### src/rtl/wide_add_pkg.sv
// Shared types and default sizing for the chunked wide adder sequencer.
package wide_add_pkg;

  localparam int unsigned DEF_CHUNK_W = 5;
  localparam int unsigned DEF_NCHUNKS = 4;
  localparam int unsigned DEF_ADD_LAT = 1;

  // Sequencer states: IDLE waits for a request, ISSUE presents a chunk,
  // WAIT covers the core latency, DONE is the one-cycle result pulse.
  typedef enum logic [1:0] {
    IDLE  = 2'd0,
    ISSUE = 2'd1,
    WAIT  = 2'd2,
    DONE  = 2'd3
  } state_t;

endpackage

### src/rtl/wide_add_sequencer.sv
// Wide adder sequencer: adds two CHUNK_W*NCHUNKS-bit operands by driving an
// external CHUNK_W-bit adder core one chunk at a time, LSB chunk first, with
// the carry of each chunk fed into the next.
//
// Ports:
//   clk, rst           clock, synchronous active-high reset
//   start              request, accepted only while not busy
//   op_a, op_b, cin    operands and carry-in, sampled on accept
//   busy               operation in progress
//   done               one-cycle pulse, sum/cout valid
//   sum, cout          result, held until overwritten by the next operation
//   add_a/add_b/add_cin  chunk operands presented to the adder core
//   add_s/add_cout       chunk result returned by the core, ADD_LAT cycles later
module wide_add_sequencer
  import wide_add_pkg::*;
#(
  parameter int unsigned CHUNK_W = DEF_CHUNK_W,
  parameter int unsigned NCHUNKS = DEF_NCHUNKS,
  parameter int unsigned ADD_LAT = DEF_ADD_LAT,
  localparam int unsigned W = CHUNK_W * NCHUNKS
) (
  input  logic               clk,
  input  logic               rst,
  input  logic               start,
  input  logic [W-1:0]       op_a,
  input  logic [W-1:0]       op_b,
  input  logic               cin,
  output logic               busy,
  output logic               done,
  output logic [W-1:0]       sum,
  output logic               cout,
  output logic [CHUNK_W-1:0] add_a,
  output logic [CHUNK_W-1:0] add_b,
  output logic               add_cin,
  input  logic [CHUNK_W-1:0] add_s,
  input  logic               add_cout
);

  localparam int unsigned IDX_W  = (NCHUNKS > 1) ? $clog2(NCHUNKS) : 1;
  localparam int unsigned WCNT_W = (ADD_LAT > 0) ? $clog2(ADD_LAT + 1) : 1;
  localparam logic [IDX_W-1:0]  LAST_IDX  = IDX_W'(NCHUNKS - 1);
  localparam logic [WCNT_W-1:0] LAST_WCNT = WCNT_W'(ADD_LAT);

  state_t              state_q, state_n;
  logic [IDX_W-1:0]    idx_q, idx_n;
  logic [WCNT_W-1:0]   wcnt_q, wcnt_n;
  logic [W-1:0]        a_q, a_n;
  logic [W-1:0]        b_q, b_n;
  logic                carry_q, carry_n;
  logic                busy_n, done_n;
  logic [W-1:0]        sum_n;
  logic                cout_n;
  logic [CHUNK_W-1:0]  add_a_n, add_b_n;
  logic                add_cin_n;
  logic                capture;
  int unsigned         chunk_off;

  // Next-state and next-register values; the core-facing outputs are derived
  // from the next operand/index/carry so they are registered alongside them.
  always_comb begin
    state_n   = state_q;
    idx_n     = idx_q;
    wcnt_n    = wcnt_q;
    a_n       = a_q;
    b_n       = b_q;
    carry_n   = carry_q;
    sum_n     = sum;
    cout_n    = cout;
    capture   = 1'b0;
    busy_n    = 1'b0;
    done_n    = 1'b0;
    add_a_n   = '0;
    add_b_n   = '0;
    add_cin_n = 1'b0;
    chunk_off = 0;

    case (state_q)
      IDLE, DONE: begin
        if (start) begin
          state_n = ISSUE;
          a_n     = op_a;
          b_n     = op_b;
          carry_n = cin;
          idx_n   = '0;
          wcnt_n  = '0;
        end else begin
          state_n = IDLE;
        end
      end
      ISSUE, WAIT: begin
        if (wcnt_q == LAST_WCNT) begin
          capture = 1'b1;
        end else begin
          wcnt_n  = wcnt_q + WCNT_W'(1);
          state_n = WAIT;
        end
      end
      default: state_n = IDLE;
    endcase

    // Core result for the current chunk is valid in the last wait cycle.
    if (capture) begin
      for (int k = 0; k < int'(NCHUNKS); k++) begin
        if (idx_q == IDX_W'(k)) begin
          sum_n[k*CHUNK_W +: CHUNK_W] = add_s;
        end
      end
      carry_n = add_cout;
      wcnt_n  = '0;
      if (idx_q == LAST_IDX) begin
        state_n = DONE;
        cout_n  = add_cout;
      end else begin
        idx_n   = idx_q + IDX_W'(1);
        state_n = ISSUE;
      end
    end

    busy_n = (state_n == ISSUE) || (state_n == WAIT);
    done_n = (state_n == DONE);

    if (busy_n) begin
      chunk_off = 32'(idx_n) * CHUNK_W;
      add_a_n   = CHUNK_W'(a_n >> chunk_off);
      add_b_n   = CHUNK_W'(b_n >> chunk_off);
      add_cin_n = carry_n;
    end
  end

  // State, counters, operand/result registers and registered outputs.
  always_ff @(posedge clk) begin
    if (rst) begin
      state_q <= IDLE;
      idx_q   <= '0;
      wcnt_q  <= '0;
      a_q     <= '0;
      b_q     <= '0;
      carry_q <= 1'b0;
      busy    <= 1'b0;
      done    <= 1'b0;
      sum     <= '0;
      cout    <= 1'b0;
      add_a   <= '0;
      add_b   <= '0;
      add_cin <= 1'b0;
    end else begin
      state_q <= state_n;
      idx_q   <= idx_n;
      wcnt_q  <= wcnt_n;
      a_q     <= a_n;
      b_q     <= b_n;
      carry_q <= carry_n;
      busy    <= busy_n;
      done    <= done_n;
      sum     <= sum_n;
      cout    <= cout_n;
      add_a   <= add_a_n;
      add_b   <= add_b_n;
      add_cin <= add_cin_n;
    end
  end

endmodule
### config.mk
export PLATFORM = sky130hd
export DESIGN_NAME = wide_add_sequencer
export DESIGN_NICKNAME = d
export VERILOG_FILES = /design/src/rtl/wide_add_pkg.sv /design/src/rtl/wide_add_sequencer.sv
export SDC_FILE = /design/constraint.sdc
export NUM_CORES = 1
export LEC_CHECK = 0
export ABC_AREA = 0
export ABC_CLOCK_PERIOD_IN_PS = 3100
export CORE_MARGIN = 2
export CORE_UTILIZATION = 49
export DETAILED_ROUTE_END_ITERATION = 16
export PLACE_DENSITY = 0.87
export REMOVE_ABC_BUFFERS = 1
export SLEW_MARGIN = 20
export SYNTH_ARGS = -nofsm -noshare
export SYNTH_HDL_FRONTEND = slang
export SYNTH_SLANG_ARGS = --single-unit
### constraint.sdc
create_clock -name clk -period 3.1 [get_ports clk]
set_clock_uncertainty 0.05 [all_clocks]
set_input_delay 0.465 -clock clk [delete_from_list [all_inputs] [get_ports clk]]
set_output_delay 0.465 -clock clk [all_outputs]
set_load 0.01 [all_outputs]
# Word level (Yosys, flattened, before mapping)
# Cells that the tools add are included.
[op_classes]
addsub = 2
shift = 2
n_mux = 21
reduce_logical = 11
multipliers = 1
n_bitwise = 1
eq_ne = 10
[op_table]
columns = ["cell", "count"]
rows = [
  ["20-bit 2-to-1 mux", 4],
  ["20-bit by 5-bit right shift with 5-bit output", 2],
  ["2-bit 2-to-1 mux", 7],
  ["2-bit equality test, second input constant", 6],
  ["1-bit 2-to-1 mux", 8],
  ["2-bit AND reduction", 4],
  ["2-bit OR reduction", 4],
  ["2-bit by 1-bit equality test with 1-bit output, second input constant", 3],
  ["2-bit by 3-bit multiplier with 5-bit output, second input constant", 1],
  ["2-bit zero test", 2],
  ["2-bit case mux with 2 select lines", 1],
  ["2-bit by 1-bit adder with 2-bit output, second input constant", 1],
  ["2-bit inequality test, second input constant", 1],
  ["1-bit case mux with 2 select lines", 1],
  ["1-bit adder, second input constant", 1],
  ["1-bit logical OR", 1],
  ["1-bit NOT", 1],
]
[word_totals]
ff_bits = 80
word_cells = 64
in_bits = 50

# Longest topological paths before layout
[depth]
ltp_word = 8
mapped_depth = 11

# Worst setup path before layout
# OpenSTA, ideal clock, no wires.
[synth_timing]
path_kind = "reg-to-reg"
from = "register state_q[1]"
to = "register add_a[0]"
arrival_ns = 2.180
t_required_ns = 2.975
stages_incl_launch_ff = 12
setup_time_ns = 0.075
slack_ns = 0.795
path_buffers = 4
path_cell_list = "dfxtp_1 > xnor2_1 > clkbuf_1 > nand2_1 > buf_2 > buf_2 > nand2_1 > ha_1 > nor2b_1 > clkbuf_1 > nand2_2 > o22ai_1"
[synth_between]
elab_chain_cells = 8
[synth_lines]
columns = ["element", "line", "rtl"]
rows = [
  ["start, declared", "wide_add_sequencer.sv:44", "state_t state_q, state_n;"],
  ["start signal, assigned", "wide_add_sequencer.sv:147", "state_q <= state_n;"],
  ["2-bit by 1-bit equality test with 1-bit output (tied with other cells)", "wide_add_sequencer.sv:77", "case (state_q)"],
  ["2-bit OR reduction", "wide_add_sequencer.sv:77", ""],
  ["2-bit case mux with 2 select lines or 1-bit 2-to-1 mux (tied branches)", "wide_add_sequencer.sv:77", ""],
  ["2-bit 2-to-1 mux *", "wide_add_sequencer.sv:102", "if (capture) begin"],
  ["net state_n[0]", "wide_add_sequencer.sv:44", ""],
  ["2-bit by 1-bit equality test with 1-bit output or 2-bit equality test (tied branches)", "wide_add_sequencer.sv:119", "busy_n = (state_n == ISSUE) || (state_n == WAIT);"],
  ["1-bit logical OR *", "wide_add_sequencer.sv:119", ""],
  ["net busy_n", "wide_add_sequencer.sv:50", "logic busy_n, done_n;"],
  ["1-bit NOT (no line) *", "-", ""],
  ["2-bit OR reduction (no line) *", "-", ""],
  ["end signal, assigned", "wide_add_sequencer.sv:157", "add_a <= add_a_n;"],
  ["end, declared", "wide_add_sequencer.sv:32", "output logic [CHUNK_W-1:0] add_a,"],
]
# The timed path passes the listed nets; every way through them passes the cells marked *.
# A chain may end at the register's enable or synchronous reset.

# Worst setup path in the final report
[layout_timing]
from = "register state_q[1]"
to = "register add_b[3]"
[layout_between]
elab_chain_cells = 8
[layout_lines]
columns = ["element", "line", "rtl"]
rows = [
  ["2-bit by 1-bit equality test with 1-bit output (tied with other cells)", "wide_add_sequencer.sv:77", ""],
  ["2-bit OR reduction", "wide_add_sequencer.sv:77", ""],
  ["2-bit case mux with 2 select lines or 1-bit 2-to-1 mux (tied branches)", "wide_add_sequencer.sv:77", ""],
  ["2-bit 2-to-1 mux *", "wide_add_sequencer.sv:102", ""],
  ["net state_n[1]", "wide_add_sequencer.sv:44", ""],
  ["2-bit by 1-bit equality test with 1-bit output or 2-bit equality test (tied branches)", "wide_add_sequencer.sv:119", ""],
  ["1-bit logical OR *", "wide_add_sequencer.sv:119", ""],
  ["net busy_n", "wide_add_sequencer.sv:50", ""],
  ["1-bit NOT (no line) *", "-", ""],
  ["2-bit OR reduction (no line) *", "-", ""],
  ["end signal, assigned", "wide_add_sequencer.sv:158", "add_b <= add_b_n;"],
  ["end, declared", "wide_add_sequencer.sv:33", "output logic [CHUNK_W-1:0] add_b,"],
]
# Marked as above.

==> impl_metrics.prom <==
# TYPE chip_impl_metric gauge
chip_impl_metric{name="switching_power",unit="mW"} 0.974
chip_impl_metric{name="cts.path.max_buffers",unit=""} 2
chip_impl_metric{name="synthCells",unit=""} 422
chip_impl_metric{name="antenna-diode-count",unit=""} 0
chip_impl_metric{name="drt_first_pass_iters",unit=""} 6
chip_impl_metric{name="remaining_overflow_grt",unit=""} 0
chip_impl_metric{name="grt_max_degree",unit=""} 69
chip_impl_metric{name="floorplan.initialDensity",unit="%"} 51.1
chip_impl_metric{name="clock_latency",unit="ps"} 350
chip_impl_info{name="worstHoldPathType",value="register to register"} 1
chip_impl_metric{name="buffer_ports.inserted",unit=""} 83
chip_impl_metric{name="ffs_latches_synth",unit=""} 80
chip_impl_metric{name="detail-route-antenna-nets",unit=""} 0
chip_impl_info{name="rsz0062_at_grt",value="false"} 1
chip_impl_metric{name="cts_inserted_buffers",unit=""} 9
chip_impl_metric{name="layout.nets",unit=""} 548
chip_impl_metric{name="worst-endpoint-arrival",unit="ps"} 2980
chip_impl_metric{name="num_rows",unit=""} 30
chip_impl_info{name="ctsRootBufferMaster",value="clkbuf_8"} 1
chip_impl_metric{name="irDropWorstVdd",unit="mV"} 0.462
chip_impl_metric{name="postCtsSetupBuffers",unit=""} 0
chip_impl_metric{name="vias_per_cell",unit=""} 5.67
chip_impl_info{name="final_cell_mix",value="nand2_1 (93), clkdlybuf4s50_1 (82), dfxtp_1 (80), a21oi_1 (48), nor2_1 (36)"} 1
chip_impl_metric{name="tightest_slew",unit="ps"} 907
chip_impl_metric{name="via_count",unit=""} 3366
chip_impl_metric{name="power.leakage",unit="nW"} 1.82
chip_impl_metric{name="fin_crit_sh",unit="%"} 89.0
chip_impl_metric{name="num_io_pins",unit=""} 84
chip_impl_metric{name="post_synth_instance_area",unit="mm²"} 0.00351
chip_impl_metric{name="vias_in_the_first_global_route",unit=""} 3242
chip_impl_metric{name="floorplan.core_area",unit="mm²"} 0.00687
chip_impl_metric{name="chipHeight",unit="µm"} 88.6
chip_impl_metric{name="first_pass_grt_wire_length",unit="mm"} 15.0
chip_impl_metric{name="share_of_post_route_cells_with_drive_strength_above_1",unit="%"} 6.02
chip_impl_info{name="most_common_cell_after_layout_fill_and_taps_aside",value="nand2_1"} 1
chip_impl_metric{name="timing.slew.headroom",unit="%"} 39.1
chip_impl_metric{name="cap_viol_max_count",unit=""} 0
chip_impl_metric{name="layout-area-overhead-vs-synth",unit="%"} 31.5
chip_impl_metric{name="detail_route.wl_per_cell",unit="µm"} 15.9
chip_impl_metric{name="sw_frac_of_total",unit="%"} 32.5
chip_impl_metric{name="holdBufCountCts",unit=""} 0
chip_impl_metric{name="synth_cell_type_count",unit=""} 35
chip_impl_metric{name="achievable-frequency",unit="MHz"} 362
chip_impl_metric{name="postRouteWirelength",unit="mm"} 9.44
chip_impl_metric{name="setup_viol",unit=""} 0
chip_impl_metric{name="share_clk_of_total_power",unit="%"} 27.8
chip_impl_metric{name="post_cts.resized_instances",unit=""} 0
chip_impl_metric{name="crit_fanout",unit=""} 13
chip_impl_metric{name="track_usage",unit="%"} 24.6
chip_impl_metric{name="fin_hold_ws",unit="ps"} 410
chip_impl_metric{name="multi_input_area",unit="mm²"} 0.00177
chip_impl_info{name="cts_tree",value="yes"} 1
chip_impl_metric{name="clock_sink_count",unit=""} 80
chip_impl_metric{name="area.sequential",unit="mm²"} 0.00160
chip_impl_info{name="start_kind",value="register"} 1
chip_impl_metric{name="final_max_slew_viol_count",unit=""} 0
chip_impl_info{name="run_status",value="finished, final reports clean"} 1
chip_impl_metric{name="die_area",unit="mm²"} 0.00785
chip_impl_metric{name="postLayoutCoreUtil",unit="%"} 67.2
chip_impl_metric{name="finalHoldViolCount",unit=""} 0
chip_impl_metric{name="synth_sequential_area_ratio",unit="%"} 45.7
chip_impl_metric{name="htree_num_levels",unit=""} 3
chip_impl_metric{name="total_power",unit="mW"} 3.00
chip_impl_metric{name="worst-endpoint-required",unit="ps"} 3320
chip_impl_info{name="timing.critical_path.to_type",value="register"} 1
chip_impl_metric{name="dp_hpwl",unit="mm"} 6.51
chip_impl_metric{name="synth.avg_cell_area",unit="µm²"} 8.31
chip_impl_metric{name="cts.clk_slew.worst_paths",unit="ps"} 80
chip_impl_metric{name="fillcell_total",unit=""} 555
chip_impl_info{name="path_class",value="register to register"} 1
chip_impl_metric{name="drt_drc_violations_left",unit=""} 0
chip_impl_metric{name="powerDensity",unit="mW/mm²"} 650
chip_impl_metric{name="combinationalPowerShare",unit="%"} 31.3
chip_impl_metric{name="drt_first_iter_violations",unit=""} 358
chip_impl_metric{name="yosysWarnings",unit=""} 0
chip_impl_metric{name="place.gp.congestion",unit=""} 0.842
chip_impl_metric{name="initial_antenna_violation_count",unit=""} 0
chip_impl_metric{name="period_needed",unit="ps"} 2760
chip_impl_metric{name="die_w",unit="µm"} 88.6
chip_impl_metric{name="pwr-share-seq",unit="%"} 40.9
chip_impl_metric{name="internal-power",unit="mW"} 2.02
-- Yosys cell counts --
library cell / n / share of area [%]
nor3_1: 4 / 0.57
dfxtp_1: 80 / 46
a21oi_1: 48 / 6.8
ha_1: 5 / 1.8
o2bb2ai_1: 5 / 1.2
nand2_1: 93 / 10
mux2i_1: 29 / 8.3
nand3_1: 6 / 0.86
a211o_1: 2 / 0.50
nor2b_1: 3 / 0.54
mux2i_2: 1 / 0.39
nand2_2: 1 / 0.18
a31oi_1: 2 / 0.36
o21ai_0: 11 / 1.6
mux2_2: 3 / 0.96
or4_1: 2 / 0.43
o311a_1: 1 / 0.29
a211oi_1: 2 / 0.43
nor2_1: 37 / 4.0
and2b_1: 1 / 0.21
and2_1: 1 / 0.18
a21boi_1: 1 / 0.21
a21oi_2: 1 / 0.25
a32o_1: 1 / 0.29
clkbuf_1: 21 / 2.2
xnor2_1: 2 / 0.50
xor2_2: 1 / 0.46
o221ai_1: 9 / 2.2
o22ai_1: 20 / 3.6
nand2b_1: 6 / 1.1
o211ai_1: 8 / 1.7
a32oi_1: 1 / 0.25
inv_1: 3 / 0.32
buf_2: 10 / 1.4
o22a_1: 1 / 0.25
-- per-stage QoR --
stage,std cells,TNS [ps],setup WS [ps],cell area (µm²)
after global placement,578,0,465,4400
after floorplan,391,-1510,-153,3380
final,594,0,341,4610
after CTS,594,0,404,4610
after detailed placement,578,0,443,4400
after global routing,594,0,129,4610
-- routing by layer --
layer,GRT usage [%],vias up,wire length (µm)
li1,-,1619,-
met1,30.4,1571,4000
met2,41.1,144,4600
met3,4.20,32,528
met4,13.1,0,312
met5,0,-,0
-- sequential cells by signal, indices dropped and copies added, names as in the netlist --
register and cells:
add_b 5, state_q 2, idx_q 2, add_cin 1, carry_q 1, done 1
b_q 20, a_q 20, add_a 5, cout 1, busy 1, wcnt_q 1
sum 20
-- path summary, 6_finish.rpt --
check	startpoint	to	slack (ps)	cells after the start
min reg2reg	b_q[13]$_SDFF_PP0_	b_q[13]$_SDFF_PP0_	410	2
min	b_q[13]$_SDFF_PP0_	b_q[13]$_SDFF_PP0_	410	2
max	state_q[1]$_SDFF_PP0_	add_b[3]$_SDFF_PP0_	340	6
max reg2reg	state_q[1]$_SDFF_PP0_	add_b[3]$_SDFF_PP0_	340	6
-- worst max-delay path: stages, from the launching register on --
cell and delay (ps):
dfxtp_1 350, xnor2_1 740, nor2_1 140, ha_1 320
nor2b_1 530, nand2_2 310, o22ai_1 240
-- cells by family (layout without fill, tap and decap cells) --
kind of cell | count (synthesis) | after routing | synth area share, %
xor gates and xnor gates | 3 | 3 | 0.963
muxes | 33 | 33 | 9.63
buffers and inverters | 34 | 110 | 4.00
adders and majority gates | 5 | 5 | 1.78
AOI/OAI and AO/OA | 113 | 113 | 20.0
DFF | 80 | 80 | 45.7
and+or+nand+nor | 154 | 154 | 17.9
-- layout make-up --
class | instances | share of cell area [%]
Multi-Input combinational cell | 308 | 38.3
Sequential cell | 80 | 34.7
Timing Repair Buffer | 91 | 19.5
Clock buffer | 13 | 3.23
Tap cell | 96 | 2.60
Clock inverter | 3 | 1.41
Inverter | 3 | 0.244
-- power by group through the flow --
stage	Sequential, mW	Combinational, mW	Clock [mW]
final	1.23	0.938	0.834
after global routing	1.24	1.02	0.882
after detailed placement	1.25	0.918	0
after global placement	1.24	0.892	0
after floorplan	1.25	0.526	0
after CTS	1.22	0.928	0.837
Note: power is estimated with default switching activity, not from simulation.
